File: config.mk
export PLATFORM = sky130hd
export DESIGN_NAME = dsp_p_serializer
export DESIGN_NICKNAME = d
export VERILOG_FILES = /design/src/rtl/dsp_p_serializer.sv
export SDC_FILE = /design/constraint.sdc
export NUM_CORES = 1
export LEC_CHECK = 0
export CAP_MARGIN = 20
export CORE_ASPECT_RATIO = 0.7
export CORE_MARGIN = 4
export CORE_UTILIZATION = 44
export DETAILED_ROUTE_END_ITERATION = 12
export PLACE_DENSITY = 0.86
export SLEW_MARGIN = 10
export SYNTH_ARGS = -nofsm -noshare
export SYNTH_HDL_FRONTEND = slang
export SYNTH_SLANG_ARGS = --single-unit
File: constraint.sdc
create_clock -name clk -period 1.54 [get_ports clk]
set_input_delay 0.308 -clock clk [delete_from_list [all_inputs] [get_ports clk]]
set_output_delay 0.308 -clock clk [all_outputs]
set_load 0.01 [all_outputs]
File: src/rtl/dsp_p_serializer.sv
`default_nettype none
// ============================================================================
// Module   : dsp_p_serializer
// Purpose  : Captures a WIDTH-bit P result and unloads it as NW slices of
//            OUT_W bits, LSB slice first, over a valid/ready handshake.
// Revision : 1.0  initial release
// ============================================================================
module dsp_p_serializer #(
  parameter int WIDTH = 48,
  parameter int OUT_W = 16
) (
  input  logic             clk,
  input  logic             rst,
  input  logic             CLK_EN,
  input  logic [WIDTH-1:0] P,
  input  logic             p_valid,
  input  logic             clr_ovr,
  output logic [OUT_W-1:0] dout,
  output logic             dout_valid,
  input  logic             dout_ready,
  output logic             dout_last,
  output logic             busy,
  output logic             overrun
);

  localparam int NW = WIDTH / OUT_W;
  localparam int IW = (NW > 1) ? $clog2(NW) : 1;
  localparam logic [IW-1:0] c_idx_last = IW'(NW - 1);

  generate
    if ((OUT_W < 1) || (WIDTH < OUT_W) || ((WIDTH % OUT_W) != 0)) begin : g_bad_width
      $error("dsp_p_serializer: WIDTH must be a positive multiple of OUT_W");
    end
  endgenerate

  typedef enum logic [0:0] {
    IDLE = 1'b0,
    SEND = 1'b1
  } state_t;

  state_t           r_state;
  state_t           w_state_nxt;
  logic [IW-1:0]    r_idx;
  logic [IW-1:0]    w_idx_nxt;
  logic [WIDTH-1:0] r_hold;
  logic [WIDTH-1:0] w_hold_nxt;
  logic             r_ovr;
  logic             w_ovr_nxt;

  logic             w_busy;
  logic             w_last;
  logic             w_hs;
  logic             w_drop;
  logic [OUT_W-1:0] w_dout;

  assign w_busy = (r_state == SEND);
  assign w_last = w_busy && (r_idx == c_idx_last);
  assign w_hs   = w_busy && dout_ready && CLK_EN;

  always_ff @(posedge clk) begin
    if (rst) begin
      r_state <= IDLE;
      r_idx   <= '0;
      r_hold  <= '0;
      r_ovr   <= 1'b0;
    end else if (CLK_EN) begin
      r_state <= w_state_nxt;
      r_idx   <= w_idx_nxt;
      r_hold  <= w_hold_nxt;
      r_ovr   <= w_ovr_nxt;
    end
  end

  // A new P is only taken when the unit is idle or the final slice is leaving
  // in the same cycle; any other p_valid while sending is a dropped result.
  always_comb begin
    w_state_nxt = r_state;
    w_idx_nxt   = r_idx;
    w_hold_nxt  = r_hold;
    w_drop      = 1'b0;
    unique case (r_state)
      IDLE: begin
        if (p_valid) begin
          w_hold_nxt  = P;
          w_idx_nxt   = '0;
          w_state_nxt = SEND;
        end
      end
      SEND: begin
        if (w_hs && w_last) begin
          w_idx_nxt = '0;
          if (p_valid) begin
            w_hold_nxt = P;
          end else begin
            w_state_nxt = IDLE;
          end
        end else begin
          if (w_hs) begin
            w_idx_nxt = r_idx + IW'(1);
          end
          w_drop = p_valid;
        end
      end
      default: begin
        w_state_nxt = IDLE;
        w_idx_nxt   = '0;
      end
    endcase
  end

  always_comb begin
    w_ovr_nxt = r_ovr;
    if (w_drop) begin
      w_ovr_nxt = 1'b1;
    end else if (clr_ovr) begin
      w_ovr_nxt = 1'b0;
    end
  end

  always_comb begin
    w_dout = '0;
    for (int i = 0; i < NW; i++) begin
      if (r_idx == IW'(i)) begin
        w_dout = r_hold[i*OUT_W +: OUT_W];
      end
    end
  end

  assign dout       = w_dout;
  assign dout_valid = w_busy;
  assign dout_last  = w_last;
  assign busy       = w_busy;
  assign overrun    = r_ovr;

endmodule
`default_nettype wire

==> results.cfg <==
[status]
status = finished, violations left
violations = setup timing

[die]
initial_utilization_pct = 47.0
die_area_sq_um = 7690
die_x_microns = 103
rows = 23
dieHeight_microns = 74.6
top_level_ports = 74
core_sq_um = 5930

[cells_and_area]
drive_gt1_share_pct = 23.6
final_cell_mix = 97 x nand2b_1, 52 x clkdlybuf4s50_1, 50 x dfxtp_1
post-route-cell-area_sq_um = 4250
diodes = 0
layout_commonest_cell = nand2b_1
finalNetCount = 463
area_growth_pct = 52.7

[pwr]
peakVddDrop_mv = 0.495
swShare_pct = 27.1
p_leak_nw = 1.73
p_seq_share_pct = 48.8
combPwrFrac_pct = 23.1
p_total_mw = 2.99
p_switching_mw = 0.812
intPower_mw = 2.18
p_per_area_nw_per_um2 = 704
pwr-share-clk_pct = 28.1

[setup_path]
worstSetupPathType = register to output pin
end_kind = output pin
cp_max_fo = 7
arrival_ns = 1.64
cp.required_ns = 1.23
crit_path_start_kind = register

[synthesis]
synthXorXnorAreaFrac_pct = 0
syn_nets = 365
ys_seq_area_share_pct = 37.4
synth-simple-area-share_pct = 31.0
synth.area.top_cells = dfxtp_1 37%, nand2b_1 22%, mux2i_1 17%
synth_compound_gate_area_share_pct = 7.28
synthMuxAreaShare_pct = 17.7
ys_warn_count = 0
netlist_area_sq_um = 2790
synth_cells = 308
synthDistinctLibCells = 26
avgSynthCellArea_sq_um = 9.04
synth_top_area_share_pct = 37.4
synth_top_family_by_area = simple AND/OR/NAND/NOR gates
ys_seq_elements = 52
synthAdderAreaFrac_pct = 1.35
synth_top_cell_by_area = dfxtp_1

[timing]
max_freq_mhz = 514
worstMarginPinSlew_ns = 0.296
fin_tns_setup_ns = -19.43
clock_skew_ns = 0.0115
period_share_pct = 126
slew-limit-headroom_pct = 80.3
hold_viol = 0
slew_violations = 0
setup_viol = 65
rsz0062_at_grt = yes
finalCriticalPeriod_ns = 1.94
worst_slack_ns = -0.404

[detailed_routing]
drt_iter0_drc = 127
antenna_left = 0
drc = 0
post_drt_wl_per_cell_microns = 17.8
via_per_inst = 5.16
drt-pass1-iter-count = 4
vias = 2485
wl_mm = 8.57

[global_routing]
track_usage_pct = 21.5
grt_max_degree = 103
grt_pass1_wl_mm = 12.7
grt_pass1_vias = 2588
antenna_found_initial = 0
grt_overflow = 0

[clock_tree]
clockRootBuffer = clkbuf_8
hold_buffers = 0
clk_pin_slew_ns = 0.11
cts.path.max_buffers = 2
cts_tree = built
insertion_delay_ns = 0.31
cts_sinks = 52
cts_max_level = 2
numCtsBuffers = 5

[placement]
port_buffers = 73
hpwl_mm = 4.96
pre_cts_slack_ns = -0.527
placed_cell_area_sq_um = 3660
place.gp.congestion = 0.771

[hold_path]
hold_class = register to register

[flow_run]
max-cap-violations = 0
-- worst max-delay path, cell delays in order, from the launching register on --
cell and delay (ns):
dfxtp_2 0.35, inv_2 0.09, ha_4 0.18, buf_4 0.16, and3b_1 0.19, a21oi_2 0.15
o21ai_1 0.07, buf_2 0.14
-- cells in the mapped netlist --
cell type	n
nand2b_1	97
dfxtp_1	52
mux2i_1	48
nand2_1	19
a21oi_1	17
and3b_1	16
o21ai_0	16
clkbuf_1	15
buf_2	4
buf_4	3
ha_1	3
a21o_1	2
buf_8	2
inv_1	2
a21oi_2	1
a31oi_1	1
and2_1	1
buf_6	1
mux2_2	1
nand2_2	1
nand3_1	1
nand3b_1	1
nand4b_1	1
nor3_1	1
nor3b_1	1
o31ai_1	1
-- flip-flops by register name, indices dropped and copies added, names as in the netlist --
signal and count:
busy 1, overrun 1, r_hold 48, r_idx 2
-- power groups by stage --
stage	logic [mW]	clock network, mW	registers (mW)
2_1_floorplan	0.285	0	1.47
3_3_place_gp	0.538	0	1.48
3_5_place_dp	0.549	0	1.48
4_1_cts	0.654	0.840	1.46
5_1_grt	0.737	0.898	1.47
6_report	0.692	0.841	1.46
-- cells by family (layout without fill, tap and decap cells) --
kind of cell	Yosys count	in the layout
AO/OA/AOI/OAI	38	38
adder cells (fa/ha/maj)	3	3
flip-flops	52	52
buffers and inverters	27	126
AND/OR/NAND/NOR	139	139
multiplexers	49	49
-- final cells by class --
type	instances	area (sq um)
inverters	2	10.0
clock buffers	5	68.8
clock inverters	3	27.5
well taps	75	93.8
flip-flops and latches	52	1050
repair buffers	116	1300
fillers	414	1680
multi-input cells	229	1700
-- what timing repair did --
item                       4_1_cts  5_1_grt
pin swaps                        3        2
setup buffers                    8        7
setup endpoints to repair       69       67
resized for setup              108       14
gates cloned                     8        3
-- metrics by stage --
step / utilization (%) / cells / hold WS [ns]
floorplan: - / 308 / 0.444
global placement: 61.7 / 451 / 0.459
detailed placement: 61.7 / 451 / 0.463
CTS: 69.7 / 475 / 0.477
global route: 71.7 / 482 / 0.504
finish: 71.7 / 482 / 0.484
-- worst paths after layout --
check / cells after the start / start / end / slack [ns]
worst max-delay path: 7 / r_idx[1]$_SDFFE_PP0P_ / dout[12] / -0.40
worst min-delay path: 2 / r_hold[41]$_SDFFE_PP0P_ / r_hold[41]$_SDFFE_PP0P_ / 0.48
worst max register to register: 9 / r_idx[1]$_SDFFE_PP0P_ / r_hold[30]$_SDFFE_PP0P_ / -0.35
worst min register to register: 2 / r_hold[41]$_SDFFE_PP0P_ / r_hold[41]$_SDFFE_PP0P_ / 0.48
-- per-layer routing --
metal | up-vias | routed length [microns] | GRT usage (%)
met5 | - | 0 | 0
met4 | 0 | 142 | 5.75
met3 | 13 | 540 | 4.78
met2 | 78 | 4240 | 37.2
met1 | 1178 | 3650 | 27.3
li1 | 1216 | - | -
Power figures use the tool's default switching activity.
